===== config.mk =====
export PLATFORM = sky130hd
export DESIGN_NAME = cavlc_ctrl_seq
export DESIGN_NICKNAME = d
export VERILOG_FILES = /design/src/rtl/cavlc_pkg.sv /design/src/rtl/cavlc_watchdog.sv /design/src/rtl/cavlc_ctrl_seq.sv
export SDC_FILE = /design/constraint.sdc
export NUM_CORES = 1
export LEC_CHECK = 0
export BUFFER_PORTS_ARGS = -buffer_cell sky130_fd_sc_hd__clkbuf_2
export CAP_MARGIN = 5
export CELL_PAD_IN_SITES_DETAIL_PLACEMENT = 0
export CELL_PAD_IN_SITES_GLOBAL_PLACEMENT = 1
export CORE_MARGIN = 2
export CORE_UTILIZATION = 40
export DETAILED_ROUTE_END_ITERATION = 10
export GPL_TIMING_DRIVEN = 0
export PLACE_DENSITY = 0.88
export SLEW_MARGIN = 20
export SYNTH_ARGS = -nofsm -noshare
export SYNTH_HDL_FRONTEND = slang
export SYNTH_HIERARCHICAL = 1
export SYNTH_SLANG_ARGS = --single-unit

===== constraint.sdc =====
create_clock -name Clk -period 7.6 [get_ports Clk]
set_input_delay 1.52 -clock Clk [delete_from_list [all_inputs] [get_ports Clk]]
set_output_delay 1.52 -clock Clk [all_outputs]
set_load 0.03 [all_outputs]

===== src/rtl/cavlc_pkg.sv =====
// Shared CAVLC control definitions: sequencer state encoding and the
// shift-request bundle each residual decoder presents to the shifter arbiter.
package cavlc_pkg;

    // Default shift bus width of the residual decoders.
    localparam int SHIFT_W_DEF = 5;

    typedef enum logic [2:0] {
        IDLE    = 3'd0,
        WAIT_BS = 3'd1,
        CT0     = 3'd2,
        CT1     = 3'd3,
        LEVEL   = 3'd4,
        ZERO    = 3'd5,
        ERR     = 3'd6
    } cavlcState_t;

    typedef struct packed {
        logic                   en;
        logic [SHIFT_W_DEF-1:0] num;
    } shiftReq_t;

endpackage


===== src/rtl/cavlc_watchdog.sv =====
// Loadable down-counter that flags a decoder which never reports done.
// clear reloads TIMEOUT-1; while enabled it counts to zero and holds there.
module cavlc_watchdog #(
    parameter int TIMEOUT = 1023
) (
    input  logic Clk,
    input  logic nReset,
    input  logic clear,
    input  logic enable,
    output logic expired
);
    localparam int CNT_W = (TIMEOUT > 2) ? $clog2(TIMEOUT) : 1;
    localparam logic [CNT_W-1:0] LOAD = CNT_W'(TIMEOUT - 1);

    logic [CNT_W-1:0] cnt;

    // Reload on clear, otherwise count down while the guarded state is active.
    always_ff @(posedge Clk or negedge nReset) begin
        if (!nReset)
            cnt <= LOAD;
        else if (clear)
            cnt <= LOAD;
        else if (enable && (cnt != '0))
            cnt <= cnt - CNT_W'(1);
    end

    // Expiry lands in the TIMEOUT-th cycle of the guarded state.
    assign expired = enable && (cnt == '0);

endmodule


===== src/rtl/cavlc_ctrl_seq.sv =====
// CAVLC residual block sequencer: walks each block through coefficient-token,
// level and run-before decode, counts blocks per macroblock, arbitrates the
// barrel shifter and traps stalled decoders into a sticky error state.
module cavlc_ctrl_seq
    import cavlc_pkg::*;
#(
    parameter int SHIFT_W       = 5,
    parameter int BLOCKS_PER_MB = 16,
    parameter int TIMEOUT       = 1023,
    localparam int IDX_W        = (BLOCKS_PER_MB > 1) ? $clog2(BLOCKS_PER_MB) : 1
) (
    input  logic               Clk,
    input  logic               nReset,
    input  logic               Enable,
    input  logic               Abort,
    input  logic               BarrelShifterReady,
    input  logic [4:0]         TotalCoeff,
    input  logic [SHIFT_W-1:0] NumShift_CoeffToken,
    input  logic [SHIFT_W-1:0] NumShift_Level,
    input  logic               ShiftEn_Level,
    input  logic [SHIFT_W-1:0] NumShift_Zero,
    input  logic               ShiftEn_Zero,
    input  logic               LevelDecodeDone,
    input  logic               ZeroDecodeDone,
    output logic               ShiftEn,
    output logic [SHIFT_W-1:0] NumShift,
    output logic               CoeffTokenDecodeEnable,
    output logic               LevelDecodeEnable,
    output logic               ZeroDecodeEnable,
    output logic               BarrelShiftEn,
    output logic               BlockDone,
    output logic               MbDone,
    output logic [IDX_W-1:0]   BlockIdx,
    output logic               Error
);
    // Same shape as the package shift request, sized to this instance's bus.
    typedef struct packed {
        logic               en;
        logic [SHIFT_W-1:0] num;
    } shiftSel_t;

    cavlcState_t state, stateNext;
    shiftSel_t   sel;
    logic        wdExpired, wdClear, wdEn;
    logic        blkEvent, lastBlk;

    assign wdEn    = (state == LEVEL) || (state == ZERO);
    assign wdClear = Abort || (stateNext != state);
    assign lastBlk = (BlockIdx == IDX_W'(BLOCKS_PER_MB - 1));

    // An aborted cycle never completes a block.
    assign blkEvent = !Abort &&
                      (((state == CT1) && (TotalCoeff == 5'd0)) ||
                       ((state == ZERO) && ZeroDecodeDone));

    cavlc_watchdog #(.TIMEOUT(TIMEOUT)) uWatchdog (
        .Clk     (Clk),
        .nReset  (nReset),
        .clear   (wdClear),
        .enable  (wdEn),
        .expired (wdExpired)
    );

    // Next state; a decoder's done wins over a coincident timeout, Abort wins over all.
    always_comb begin
        stateNext = state;
        case (state)
            IDLE:    if (Enable) stateNext = WAIT_BS;
            WAIT_BS: if (BarrelShifterReady) stateNext = CT0;
            CT0:     stateNext = CT1;
            CT1:     if (TotalCoeff == 5'd0) stateNext = Enable ? CT0 : IDLE;
                     else                    stateNext = LEVEL;
            LEVEL:   if (LevelDecodeDone)    stateNext = ZERO;
                     else if (wdExpired)     stateNext = ERR;
            ZERO:    if (ZeroDecodeDone)     stateNext = Enable ? CT0 : IDLE;
                     else if (wdExpired)     stateNext = ERR;
            ERR:     stateNext = ERR;
            default: stateNext = IDLE;
        endcase
        if (Abort) stateNext = IDLE;
    end

    // Shifter arbitration follows the current state only.
    always_comb begin
        sel = '0;
        case (state)
            CT1:     begin sel.en = 1'b1;          sel.num = NumShift_CoeffToken; end
            LEVEL:   begin sel.en = ShiftEn_Level; sel.num = NumShift_Level;      end
            ZERO:    begin sel.en = ShiftEn_Zero;  sel.num = NumShift_Zero;       end
            default: sel = '0;
        endcase
    end

    assign ShiftEn  = sel.en;
    assign NumShift = sel.num;

    // State register and state-derived enables, each one cycle behind its state.
    always_ff @(posedge Clk or negedge nReset) begin
        if (!nReset) begin
            state                  <= IDLE;
            CoeffTokenDecodeEnable <= 1'b0;
            LevelDecodeEnable      <= 1'b0;
            ZeroDecodeEnable       <= 1'b0;
            BarrelShiftEn          <= 1'b0;
        end else begin
            state                  <= stateNext;
            CoeffTokenDecodeEnable <= (state == CT0);
            LevelDecodeEnable      <= (state == LEVEL);
            ZeroDecodeEnable       <= (state == ZERO);
            BarrelShiftEn          <= (state != IDLE) && (state != ERR);
        end
    end

    // Block/macroblock bookkeeping and the sticky error flag.
    always_ff @(posedge Clk or negedge nReset) begin
        if (!nReset) begin
            BlockDone <= 1'b0;
            MbDone    <= 1'b0;
            BlockIdx  <= '0;
            Error     <= 1'b0;
        end else begin
            BlockDone <= blkEvent;
            MbDone    <= blkEvent && lastBlk;
            if (Abort)
                BlockIdx <= '0;
            else if (blkEvent)
                BlockIdx <= lastBlk ? '0 : BlockIdx + IDX_W'(1);
            if (Abort)
                Error <= 1'b0;
            else if (stateNext == ERR)
                Error <= 1'b1;
        end
    end

endmodule


==> flow_metrics.py <==
metrics = {
    "timing": {
        "max_freq_ghz": 0.281,
        "whs_ps": 515,
        "period_needed_ps": 3560,
        "rsz0062_at_grt": "false",
        "period_share": 0.469,
        "max-slew-margin-rel": 0.594,
        "worst_slew_pin_slew_ps": 604,
        "final.setup.worst_slack_ps": 4040,
        "finalSetupTns_ps": 0,
        "maxSlewViolCount": 0,
        "final_hold_viol_count": 0,
        "skew_ps": 2.06,
        "finalSetupViolCount": 0,
    },
    "power": {
        "p_per_area_nw_per_um2": 144,
        "ir_drop_v": 0.000103,
        "cellLeakagePower_nw": 0.820,
    },
    "clock_tree": {
        "tritoncts": "yes",
        "postCtsSetupBuffers": 0,
        "cts_buffers": 3,
        "htree_levels": 1,
        "clk_pin_slew_ps": 80,
        "post_cts_resized": 0,
        "clock_latency_ps": 260,
        "clk_path_buf_depth": 2,
        "cts_hold_buf": 0,
        "clkSinkCount": 24,
        "root_buffer": "clkbuf_8",
    },
    "floorplan": {
        "ios": 46,
        "die_area_um2": 4350,
        "die_w_um": 66.0,
        "core_um2": 3690,
        "num_rows": 22,
        "initial_utilization": 0.416,
        "dieHeight_um": 66.0,
    },
    "placement": {
        "post-place-cells": 263,
        "globalplace.congestion": 0.813,
        "io_buffers": 45,
        "post-place-ws_ps": 3980,
        "hpwlAfterDp_um": 2650,
    },
    "logic_synthesis": {
        "syn_inst": 170,
        "synth_seq_cells": 24,
        "synth_nets": 201,
        "synth_edf_count": 0,
        "seq_area_frac_synth": 0.399,
        "synth_cell_types": 54,
        "syn-cell-area_um2": 1540,
        "synth-async-reset-ratio": 1.00,
        "synth_top_area_frac": 0.244,
        "yosys_warnings": 6,
        "synth.avg_cell_area_um2": 9.03,
        "synth_ff_type": "dfrtp_1",
        "synth_area_leaders": "dfrtp_1 24%, dfstp_2 15%, mux2i_1 5.2%",
        "yosys.area.top_type": "dfrtp_1",
    },
    "final_layout": {
        "layout.cells.most_common_list": "45 x clkbuf_2, 17 x nand2_1, 15 x dfrtp_1, 15 x nor2_1, 13 x o21ai_0",
        "antenna_cells": 0,
        "area_growth_pct": 22.2,
        "final_common_cell": "clkbuf_2",
        "drive_gt1_frac": 0.329,
        "stdcell_count": 267,
        "nets": 251,
    },
    "worst_hold_path": {
        "hold_path.class": "register to register",
        "holdPathEnd": "Error",
        "holdCritStartpoint": "Error",
        "hold_depth": 2,
    },
    "detailed_routing": {
        "num_vias": 1448,
        "drt_pass1_iterations": 4,
        "wl_um": 3490,
        "wl_per_cell_um": 13.1,
        "detail_route.vias_per_cell": 5.42,
        "remaining_drc_errors": 0,
        "drtAntennaViolNets": 0,
        "initialDrtViolationCount": 98,
    },
    "worst_setup_path": {
        "cp-end-kind": "output port",
        "worst-r2r-setup-slack_ps": 4550,
        "path_class": "input port to output port",
        "worstReg2RegEnd": "uWatchdog/cnt[0]",
        "r2r_cells": 13,
        "cp_max_fo": 1,
        "critPathLaunchType": "input port",
        "r2r-start": "uWatchdog/cnt[3]",
        "crit_required_ps": 6080,
        "cp.arrival_ps": 2040,
    },
    "job": {
        "cap_violations": 0,
    },
    "global_routing": {
        "antenna_found_initial": 0,
        "grt_max_degree": 25,
        "grt_pass1_vias": 1300,
        "track_usage": 0.172,
        "grt_pass1_wl_um": 5950,
        "gr-total-overflow": 0,
    },
    "status": {
        "status": "finished clean",
    },
}
-- layer usage --
metal	GRT usage	wire, um	vias to the layer above
met5	0	0	-
met4	0.0587	27	0
met3	0.0153	137	2
met2	0.282	1700	40
met1	0.239	1620	679
li1	-	-	727
-- logic make-up (layout without fill, tap and decap cells) --
| kind of cell | after synthesis | after routing | synth area share |
|---|---|---|---|
| simple gates | 72 | 72 | 0.251 |
| buf+inv | 15 | 64 | 0.0505 |
| xor+xnor | 1 | 1 | 0.00571 |
| fa+ha+maj | 2 | 2 | 0.0163 |
| flops | 24 | 24 | 0.399 |
| compound gates | 48 | 48 | 0.226 |
| mux | 8 | 8 | 0.0522 |
-- per-stage QoR --
step,power [mW],cell area (um^2),util
2_1_floorplan,0.167,1540,-
3_3_place_gp,0.186,1820,0.494
3_5_place_dp,0.186,1820,0.494
4_1_cts,0.273,1880,0.508
5_1_grt,0.285,1880,0.508
6_report,0.270,1880,0.508
-- cell usage after synthesis (2+ instances only) --
master,instances
a21oi_1,6
o41ai_1,2
ha_1,2
dfstp_2,9
o21ai_0,13
nor3_1,3
nand2_1,17
buf_2,5
o31ai_1,3
and2_1,5
nor2b_1,4
nor3b_1,2
mux2i_1,8
dfrtp_1,15
nand3_1,5
o311ai_0,3
nand4_1,2
inv_1,5
a31oi_1,3
nand2b_1,5
or3_1,4
inv_2,2
nor2_1,15
buf_6,2
-- worst max path at each step --
stage / endpoint / from / slack, ps / depth (start not counted)
after floorplan: NumShift[0] / NumShift_Zero[0] / 3820 / 2
after global placement: uWatchdog/cnt[0] / TotalCoeff[1] / 3960 / 10
after detailed placement: uWatchdog/cnt[0] / TotalCoeff[1] / 3980 / 10
after CTS: ShiftEn / ShiftEn_Zero / 4040 / 4
after global routing: NumShift[1] / NumShift_Zero[1] / 3970 / 4
final: ShiftEn / ShiftEn_Zero / 4040 / 4
-- worst max-delay path: stages --
cell	delay, ps
clkbuf_2	80
mux2i_1	160
o22ai_1	100
clkbuf_2	190
-- final cells by class --
type / instances / area (um^2)
clock buffer: 4 / 55.1
fill: 378 / 1810
inverter: 7 / 26.3
timing repair buffer: 45 / 225
sequential: 24 / 612
tap: 48 / 60.1
buffer: 8 / 51.3
multi-input combinational: 131 / 846
-- registers in the layout, indices dropped and copies added (netlist names) --
register                flops
BlockIdx                    4
state                       3
CoeffTokenDecodeEnable      1
uWatchdog/cnt              10
Error                       1
BlockDone                   1
MbDone                      1
ZeroDecodeEnable            1
LevelDecodeEnable           1
BarrelShiftEn               1
-- where the power goes --
group	switching (mW)	internal [mW]
clock	0.0409	0.0462
combinational	0.0296	0.0207
sequential	0.00239	0.130
(Power assumes the default switching activity.)
